`config.mk`:
```
export PLATFORM = sky130hd
export DESIGN_NAME = muldiv_controller
export DESIGN_NICKNAME = d
export VERILOG_FILES = /design/src/rtl/muldiv_pkg.sv /design/src/rtl/muldiv_div_step.sv /design/src/rtl/muldiv_controller.sv
export SDC_FILE = /design/constraint.sdc
export NUM_CORES = 1
export LEC_CHECK = 0
export BUFFER_PORTS_ARGS = -buffer_cell sky130_fd_sc_hd__buf_4
export CAP_MARGIN = 20
export CORE_ASPECT_RATIO = 0.75
export CORE_MARGIN = 5
export CORE_UTILIZATION = 43
export CTS_BUF_LIST = sky130_fd_sc_hd__clkbuf_8
export CTS_CLUSTER_SIZE = 25
export DETAILED_ROUTE_END_ITERATION = 12
export GPL_TIMING_DRIVEN = 0
export HOLD_SLACK_MARGIN = 0.05
export SETUP_SLACK_MARGIN = 0.15
export SLEW_MARGIN = 5
export SYNTH_ARGS = -nofsm -noshare
export SYNTH_HDL_FRONTEND = slang
export SYNTH_HIERARCHICAL = 1
export SYNTH_SLANG_ARGS = --single-unit
```
`constraint.sdc`:
```
create_clock -name clk -period 7.17 [get_ports clk]
set_clock_uncertainty 0.15 [all_clocks]
set_input_delay 0.3585 -clock clk [delete_from_list [all_inputs] [get_ports clk]]
set_output_delay 0.3585 -clock clk [all_outputs]
set_load 0.01 [all_outputs]
```
`src/rtl/muldiv_pkg.sv`:
```
// muldiv_pkg: shared op codes, FSM states and counter width for the multiply/divide controller
package muldiv_pkg;
    localparam int MULDIV_CNT_W = 6;
    typedef enum logic [2:0] {MULT, MULTU, DIV, DIVU, MTHI, MTLO} muldiv_op_t;
    typedef enum logic [1:0] {S_IDLE, S_MUL_RUN, S_DIV_RUN, S_FIXUP} muldiv_state_t;
endpackage

```
`src/rtl/muldiv_div_step.sv`:
```
// muldiv_div_step: one combinational restoring-division step producing one quotient bit
module muldiv_div_step #(
    parameter int WIDTH = 32
) (
    input  logic [WIDTH-1:0] rem_in,
    input  logic [WIDTH-1:0] quo_in,
    input  logic [WIDTH-1:0] divisor,
    output logic [WIDTH-1:0] rem_out,
    output logic [WIDTH-1:0] quo_out
);
    logic [WIDTH:0] shifted, diff;
    assign shifted = {rem_in, quo_in[WIDTH-1]};
    assign diff    = shifted - {1'b0, divisor};
    assign rem_out = diff[WIDTH] ? shifted[WIDTH-1:0] : diff[WIDTH-1:0];
    assign quo_out = {quo_in[WIDTH-2:0], ~diff[WIDTH]};
endmodule

```
`src/rtl/muldiv_controller.sv`:
```
// muldiv_controller: multi-cycle MULT/MULTU/DIV/DIVU/MTHI/MTLO sequencer owning HI/LO; MULDIV_FAST_MULT_EN selects a one-cycle multiplier
module muldiv_controller
    import muldiv_pkg::*;
#(
    parameter int WIDTH = 32
) (
    input  logic             clk,
    input  logic             reset,
    input  logic             op_valid,
    output logic             op_ready,
    input  muldiv_op_t       op_code,
    input  logic [WIDTH-1:0] rs_content,
    input  logic [WIDTH-1:0] rt_content,
    input  logic             flush,
    output logic [WIDTH-1:0] hi,
    output logic [WIDTH-1:0] lo,
    output logic             hilo_valid,
    output logic             done
);
    muldiv_state_t state_q, state_d;
    logic [MULDIV_CNT_W-1:0] cnt;
    logic [WIDTH-1:0] upper, lower, operand, rem_nx, quo_nx, rs_mag, rt_mag, hi_src;
    logic [2*WIDTH-1:0] prod_fix;
    logic neg_res, neg_rem, div_op, rs_neg, rt_neg, is_signed, is_mul, is_div, accept, last, div_zero;
`ifdef MULDIV_FAST_MULT_EN
    logic [2*WIDTH-1:0] prod;
    assign prod = {{WIDTH{1'b0}}, operand} * {{WIDTH{1'b0}}, lower};
`else
    logic [WIDTH:0] mul_sum;
    assign mul_sum = {1'b0, upper} + (lower[0] ? {1'b0, operand} : '0);
`endif
    assign op_ready   = state_q == S_IDLE;
    assign hilo_valid = op_ready;
    assign accept     = op_valid && op_ready && !flush;
    assign is_signed  = op_code == MULT || op_code == DIV;
    assign is_mul     = op_code == MULT || op_code == MULTU;
    assign is_div     = op_code == DIV || op_code == DIVU;
    assign rs_neg     = is_signed && rs_content[WIDTH-1];
    assign rt_neg     = is_signed && rt_content[WIDTH-1];
    assign rs_mag     = rs_neg ? -rs_content : rs_content;
    assign rt_mag     = rt_neg ? -rt_content : rt_content;
    assign last       = cnt == MULDIV_CNT_W'(WIDTH - 1);
    assign div_zero   = operand == '0;
    assign prod_fix   = neg_res ? -{upper, lower} : {upper, lower};
    assign hi_src     = div_zero ? lower : upper;

    muldiv_div_step #(.WIDTH(WIDTH)) u_div_step (
        .rem_in (upper),
        .quo_in (lower),
        .divisor(operand),
        .rem_out(rem_nx),
        .quo_out(quo_nx)
    );

    // State register
    always_ff @(posedge clk)
        state_q <= reset ? S_IDLE : state_d;

    // Next state; a flush squashes any state back to idle, even the commit cycle
    always_comb begin
        state_d = state_q;
        case (state_q)
            S_IDLE:    state_d = !accept ? S_IDLE : is_mul ? S_MUL_RUN : is_div ? S_DIV_RUN : S_IDLE;
`ifdef MULDIV_FAST_MULT_EN
            S_MUL_RUN: state_d = S_FIXUP;
`else
            S_MUL_RUN: state_d = last ? S_FIXUP : S_MUL_RUN;
`endif
            S_DIV_RUN: state_d = (div_zero || last) ? S_FIXUP : S_DIV_RUN;
            default:   state_d = S_IDLE;
        endcase
        if (flush) state_d = S_IDLE;
    end

    // Datapath: latch magnitudes at accept, iterate, then sign-fix and commit HI/LO
    always_ff @(posedge clk) begin
        if (reset) begin
            hi      <= '0;
            lo      <= '0;
            upper   <= '0;
            lower   <= '0;
            operand <= '0;
            cnt     <= '0;
            neg_res <= 1'b0;
            neg_rem <= 1'b0;
            div_op  <= 1'b0;
            done    <= 1'b0;
        end else begin
            done <= state_q == S_FIXUP && !flush;
            cnt  <= (state_q == S_IDLE) ? '0 : cnt + 1'b1;
            if (accept) begin
                upper   <= '0;
                lower   <= rs_mag;
                operand <= rt_mag;
                neg_res <= rs_neg ^ rt_neg;
                neg_rem <= rs_neg;
                div_op  <= is_div;
                if (op_code == MTHI) hi <= rs_content;
                if (op_code == MTLO) lo <= rs_content;
            end
`ifdef MULDIV_FAST_MULT_EN
            if (state_q == S_MUL_RUN) {upper, lower} <= prod;
`else
            if (state_q == S_MUL_RUN) {upper, lower} <= {mul_sum, lower[WIDTH-1:1]};
`endif
            if (state_q == S_DIV_RUN && !div_zero) begin
                upper <= rem_nx;
                lower <= quo_nx;
            end
            if (state_q == S_FIXUP && !flush) begin
                lo <= !div_op ? prod_fix[WIDTH-1:0] : div_zero ? '1 : neg_res ? -lower : lower;
                hi <= !div_op ? prod_fix[2*WIDTH-1:WIDTH] : neg_rem ? -hi_src : hi_src;
            end
        end
    end
endmodule

```
# Word level (Yosys, flattened, before mapping)
# Index checks and enable logic that the tools add are counted.
# word_totals
in_bits,71
out_inout_bits,67
word_cells,82
reg_bits,172
# classes
addsub,8
eq_ne,9
mux,29
bitwise_logic,2
reduce_logical,23
# ops
cell,n
$mux 32,22
$neg 32->32,4
$mux 64,1
$neg 64->64,1
$add 32x32->33,1
$sub 33x32->33,1
$logic_not 32->1,1
$mux 2,4
$add 6x1->6 const B,1
$eq 3x2->1 const B,2
$eq 3x3->1 const B,2
$eq 6x5->1 const B,1
$logic_and 1x1->1,6
$pmux 2 s3,1
$reduce_bool 2->1,3
$eq 2x2->1 const B,2
$logic_or 1x1->1,4
$reduce_and 2->1,2
$reduce_or 2->1,2
$eq 3x1->1 const B,1
$logic_not 3->1,1
$reduce_bool 3->1,1
$eq 2x1->1 const B,1
$logic_not 1->1,2
4 further kinds,4

# Depth between registers and ports, before layout
# logic_depth
ltp_word,7
ltp_mapped,18
depth_no_buf,16

# Modules after synthesis
# Netlist, hierarchy kept.
# modules_own_cells
module,cells_each,instances,seq_area_each_um2,area_per_inst_um2
muldiv_controller,1820,1,3443.3,13510.5
muldiv_div_step,336,1,0.0,2591.2

# Worst setup path before layout
# Ideal clock, no wire load.
# synth_timing
kind,register to register
start,reg lower[31]
end,reg upper[22]
arrival_time_ns,3.586
t_required_ns,6.887
slack_ns,3.302
n_path_buf,2
path_stages_with_launch,19
setup_ns,0.133
synth_period_minus_slack_ns,3.868
path_cell_list,dfxtp_1 inv_1 ha_1 fa_1 and2b_1 o2111ai_2 a21oi_2 o2111ai_1 a211oi_2 nor2_4 mux2i_4 and2_4 buf_12 inv_8 buf_12 mux2_4 a22oi_1 o31a_1 a31oi_1
# synth_via
elab_chain_len,3
# synth_rtl
element,line,rtl
"start, declared",muldiv_controller.sv:22,"logic [WIDTH-1:0] upper, lower, operand, rem_nx, quo_nx, rs_mag, rt_mag, hi_src;"
"start signal, assigned",muldiv_controller.sv:93,lower <= rs_mag;
"start signal, assigned",muldiv_controller.sv:104,"if (state_q == S_MUL_RUN) {upper, lower} <= {mul_sum, lower[WIDTH-1:1]};"
"start signal, assigned",muldiv_controller.sv:108,lower <= quo_nx;
$sub 33x32->33,muldiv_div_step.sv:13,"assign diff = shifted - {1'b0, divisor};"
$mux 32,muldiv_div_step.sv:14,assign rem_out = diff[WIDTH] ? shifted[WIDTH-1:0] : diff[WIDTH-1:0];
net rem_nx[22],muldiv_controller.sv:22,
$mux 32,muldiv_controller.sv:106,if (state_q == S_DIV_RUN && !div_zero) begin
"end signal, assigned",muldiv_controller.sv:104,
"end signal, assigned",muldiv_controller.sv:107,upper <= rem_nx;
"end, declared",muldiv_controller.sv:22,
# The timed path passes the listed nets, and every way through them passes these cells.
# A chain may end at the register's enable or synchronous reset.

# Final worst setup path
# layout_timing
start,reg operand[27]
end,reg hi[26]
# layout_via
elab_chain_len,6
# layout_rtl
element,line,rtl
"start, declared",muldiv_controller.sv:22,
"start signal, assigned",muldiv_controller.sv:94,operand <= rt_mag;
$logic_not 32->1 (*),muldiv_controller.sv:43,assign div_zero = operand == '0;
$mux 32 (*),muldiv_controller.sv:45,assign hi_src = div_zero ? lower : upper;
$neg 32->32,muldiv_controller.sv:112,hi <= !div_op ? prod_fix[2*WIDTH-1:WIDTH] : neg_rem ? -hi_src : hi_src;
$mux 32 (*) (2 in series),muldiv_controller.sv:112,
$mux 32 (*),muldiv_controller.sv:110,if (state_q == S_FIXUP && !flush) begin
"end signal, assigned",muldiv_controller.sv:98,if (op_code == MTHI) hi <= rs_content;
"end signal, assigned",muldiv_controller.sv:112,
"end, declared",muldiv_controller.sv:15,"output logic [WIDTH-1:0] hi,"
# Mark *: on every way between the ends. The rest lies on a longest branch, timed or not.

==> out/metrics.cfg <==
[run_status]
status=finished, final reports clean

[synth]
yosysUniqueCellTypes=98
yosys-top-cells-area=dfxtp_1, xnor2_1, ha_1, a21oi_1, a211oi_1
synth_area_leader_cell=dfxtp_1
yosysMostFrequentCell=nor2_1
avgSynthCellArea_um2=7.47
synthesis.area_mm2=0.0161
synth_warnings=6
syn_nets=2298
synth_top_area_share_pct=21.4
synthArstFlopShare_pct=0
ys_top_cells_by_count=nor2_1, dfxtp_1, nand2_1
synth-edff-count=0
ys_seq_area_share_pct=21.4
ys.flop_type=dfxtp_1
syn_inst=2156
ys_ff_latch=172

[power]
seq_power_share_pct=39.9
powerDensity_mw_per_mm2=138
power_mw=2.58
p_int_mw=1.62
p_clk_share_pct=31.9
p_switching_mw=0.967
p_sw_share_pct=37.4
peakVddDrop_uv=112
p_leak_nw=7.30
power_frac_comb_pct=28.2

[setup_path]
required_ns=7.41
crit_arrival_ns=6.45
reg2reg_from=operand[27]
cp-end-kind=flip-flop
rr_worst_depth=16
timing.rr.end=hi[26]
rrSetupSlack_ns=0.96
crit_type=reg2reg
start_kind=flip-flop
critPathMaxFanout=10

[clock_tree]
clk_path_buf_depth=2
cts_buffers=17
clk_latency_ns=0.54
clock-sinks=172
cts_root_buffer=clkbuf_8
cts_setup_buffers=0
clkSlewWorstSetupHoldPaths_ns=0.12
ctsResizeCount=0
cts_tree=done
cts.htree.levels=4
hold_buffers=56

[floorplan]
coreArea_mm2=0.0370
dieArea_mm2=0.0415
ios=138
fp.dieH_um=178
start_util_pct=43.5
rows=61
die_x_um=233

[global_routing]
antenna_found_initial=3
grt_max_degree=18
grt_pass1_wl_um=110000
grt_use_met2_pct=46.9
use_met1_pct=54.0
grtUsageMet3_pct=12.0
grt-busiest-layer=met1
grt_usage_pct=35.7
grt_pass1_vias=16900
grt-ovfl-total=0

[worst_hold_path]
hp-start=rs_content[17]
worstHoldPathType=in2reg
min_path_cells=3
whs_endpoint=lo[17]

[sta]
max_freq_mhz=161
tns_ns=0
final_max_slew_viol_count=0
rsz0062_at_grt=false
setup_slack_ns=0.962
slew_headroom_pct=5.34
fin_crit_ns=6.21
timing.hold.ws_ns=0.0557
setup-violations-final=0
worst_pin_slew_ns=1.41
hold_viol_final=0
timing.final.crit_share_pct=86.6

[place]
io_buffers=134
place.gp.congestion=1.02
dpl.hpwl_um=60000
place_ws_ns=1.24

[routing]
first_iter_violations=2760
routed_wl_um=77100
viasPerCell=6.46
drc=0
vias=18700
drt_first_pass_iters=6
wl_per_cell_um=26.7
antenna_left=0

[cells_and_area]
nets=2512
drive_gt1_share_pct=12.2
area_growth_pct=16.7

[run]
max_cap_violations=0

area by class of cell:
type	instances	area, um2
Antenna cell	1	2.50
Buffer	197	971
Clock buffer	17	234
Clock inverter	15	199
Fill cell	3820	18200
Inverter	61	236
Multi-Input combinational cell	1726	11500
Sequential cell	172	3440
Tap cell	504	631
Timing Repair Buffer	195	1620
per-stage QoR:
step | instances | instance area, um2 | utilization [%]
after global routing | 2888 | 18800 | 50.8
after CTS | 2886 | 18800 | 50.7
after floorplan | 2156 | 16100 | -
after detailed placement | 2798 | 17800 | 48.0
after global placement | 2794 | 17700 | 47.9
final | 2888 | 18800 | 50.8
metal layers:
metal,wire (um),vias up,share of wire [%]
met1,35100,8981,46
met3,10200,150,13
met4,2330,4,3.0
met5,98,-,0.13
met2,29300,1178,38
li1,-,8348,-
cell usage in the layout, fill, tap and decap left out, types with 14 or more instances in the layout:
cell           synthesis  layout
a211oi_1              96      96
a21o_1                32      32
a21oi_1              149     149
a22oi_1               34      34
a31oi_1               38      38
and2_1                41      41
buf_4                 36     172
clkbuf_1             137     137
clkbuf_8               0      17
dfxtp_1              172     172
dlygate4sd3_1          0      56
ha_1                  69      69
inv_1                 57      57
mux2_4                19      19
mux2i_1               51      51
nand2_1              157     157
nand3_1               62      62
nand4_1               15      15
nor2_1               192     192
nor2b_1               14      14
nor3_1                68      68
nor4_1                41      41
o21a_1                20      20
o21ai_0              138     138
o22ai_1               16      16
o31ai_1               31      31
or3_1                 33      33
or4_1                 15      15
xnor2_1               99      99
xor2_1                79      79
worst max-delay path, stage by stage, from the launching register on:
cell and delay [ns]:
dfxtp_1 0.39, nor4_1 0.43, nand2_1 0.23, or4_1 0.62, clkbuf_1 0.38, clkbuf_1 0.46
clkbuf_1 0.46, a21oi_1 0.32, ha_1 0.30, nor3b_1 0.39, nand4_1 0.44, nor2_1 0.23
mux2i_1 0.20, o21ai_0 0.44, xor2_1 0.12, a211oi_1 0.37, a211oi_1 0.11
cell families (layout without fill, tap and decap cells):
group | count (synthesis) | count (layout) | synth area share (%)
XOR/XNOR | 178 | 178 | 9.68
adder cells (fa/ha/maj) | 71 | 71 | 5.61
multiplexers | 81 | 81 | 5.78
flip-flops | 172 | 172 | 21.4
AO/OA/AOI/OAI | 670 | 670 | 27.4
other | 0 | 1 | 0
AND/OR/NAND/NOR | 726 | 726 | 22.6
buffers and inverters | 258 | 485 | 7.50
sequential cells by signal, summed over array words and instances, names as in the netlist, 2 cells and up:
name / flops
hi: 32
lo: 32
lower: 32
operand: 32
upper: 32
cnt: 6
state_q: 2
how the worst max path moves through the flow:
stage | from | to | cells past startpoint | slack, ns
after floorplan | lower[31] | upper[22] | 18 | 3.30
after global placement | operand[31] | hi[26] | 16 | 1.23
after detailed placement | operand[31] | hi[26] | 16 | 1.24
after CTS | operand[31] | hi[26] | 16 | 1.25
after global routing | operand[31] | hi[26] | 16 | 0.98
final | operand[27] | hi[26] | 16 | 0.96
power by group through the flow:
stage                     Sequential [mW]  Combinational [mW]  Clock [mW]
after global placement               1.05               0.660           0
after detailed placement             1.05               0.668           0
after global routing                 1.04               0.763       0.860
after CTS                            1.03               0.697       0.821
after floorplan                      1.04               0.423           0
final                                1.03               0.728       0.824
(Power assumes the default switching activity.)
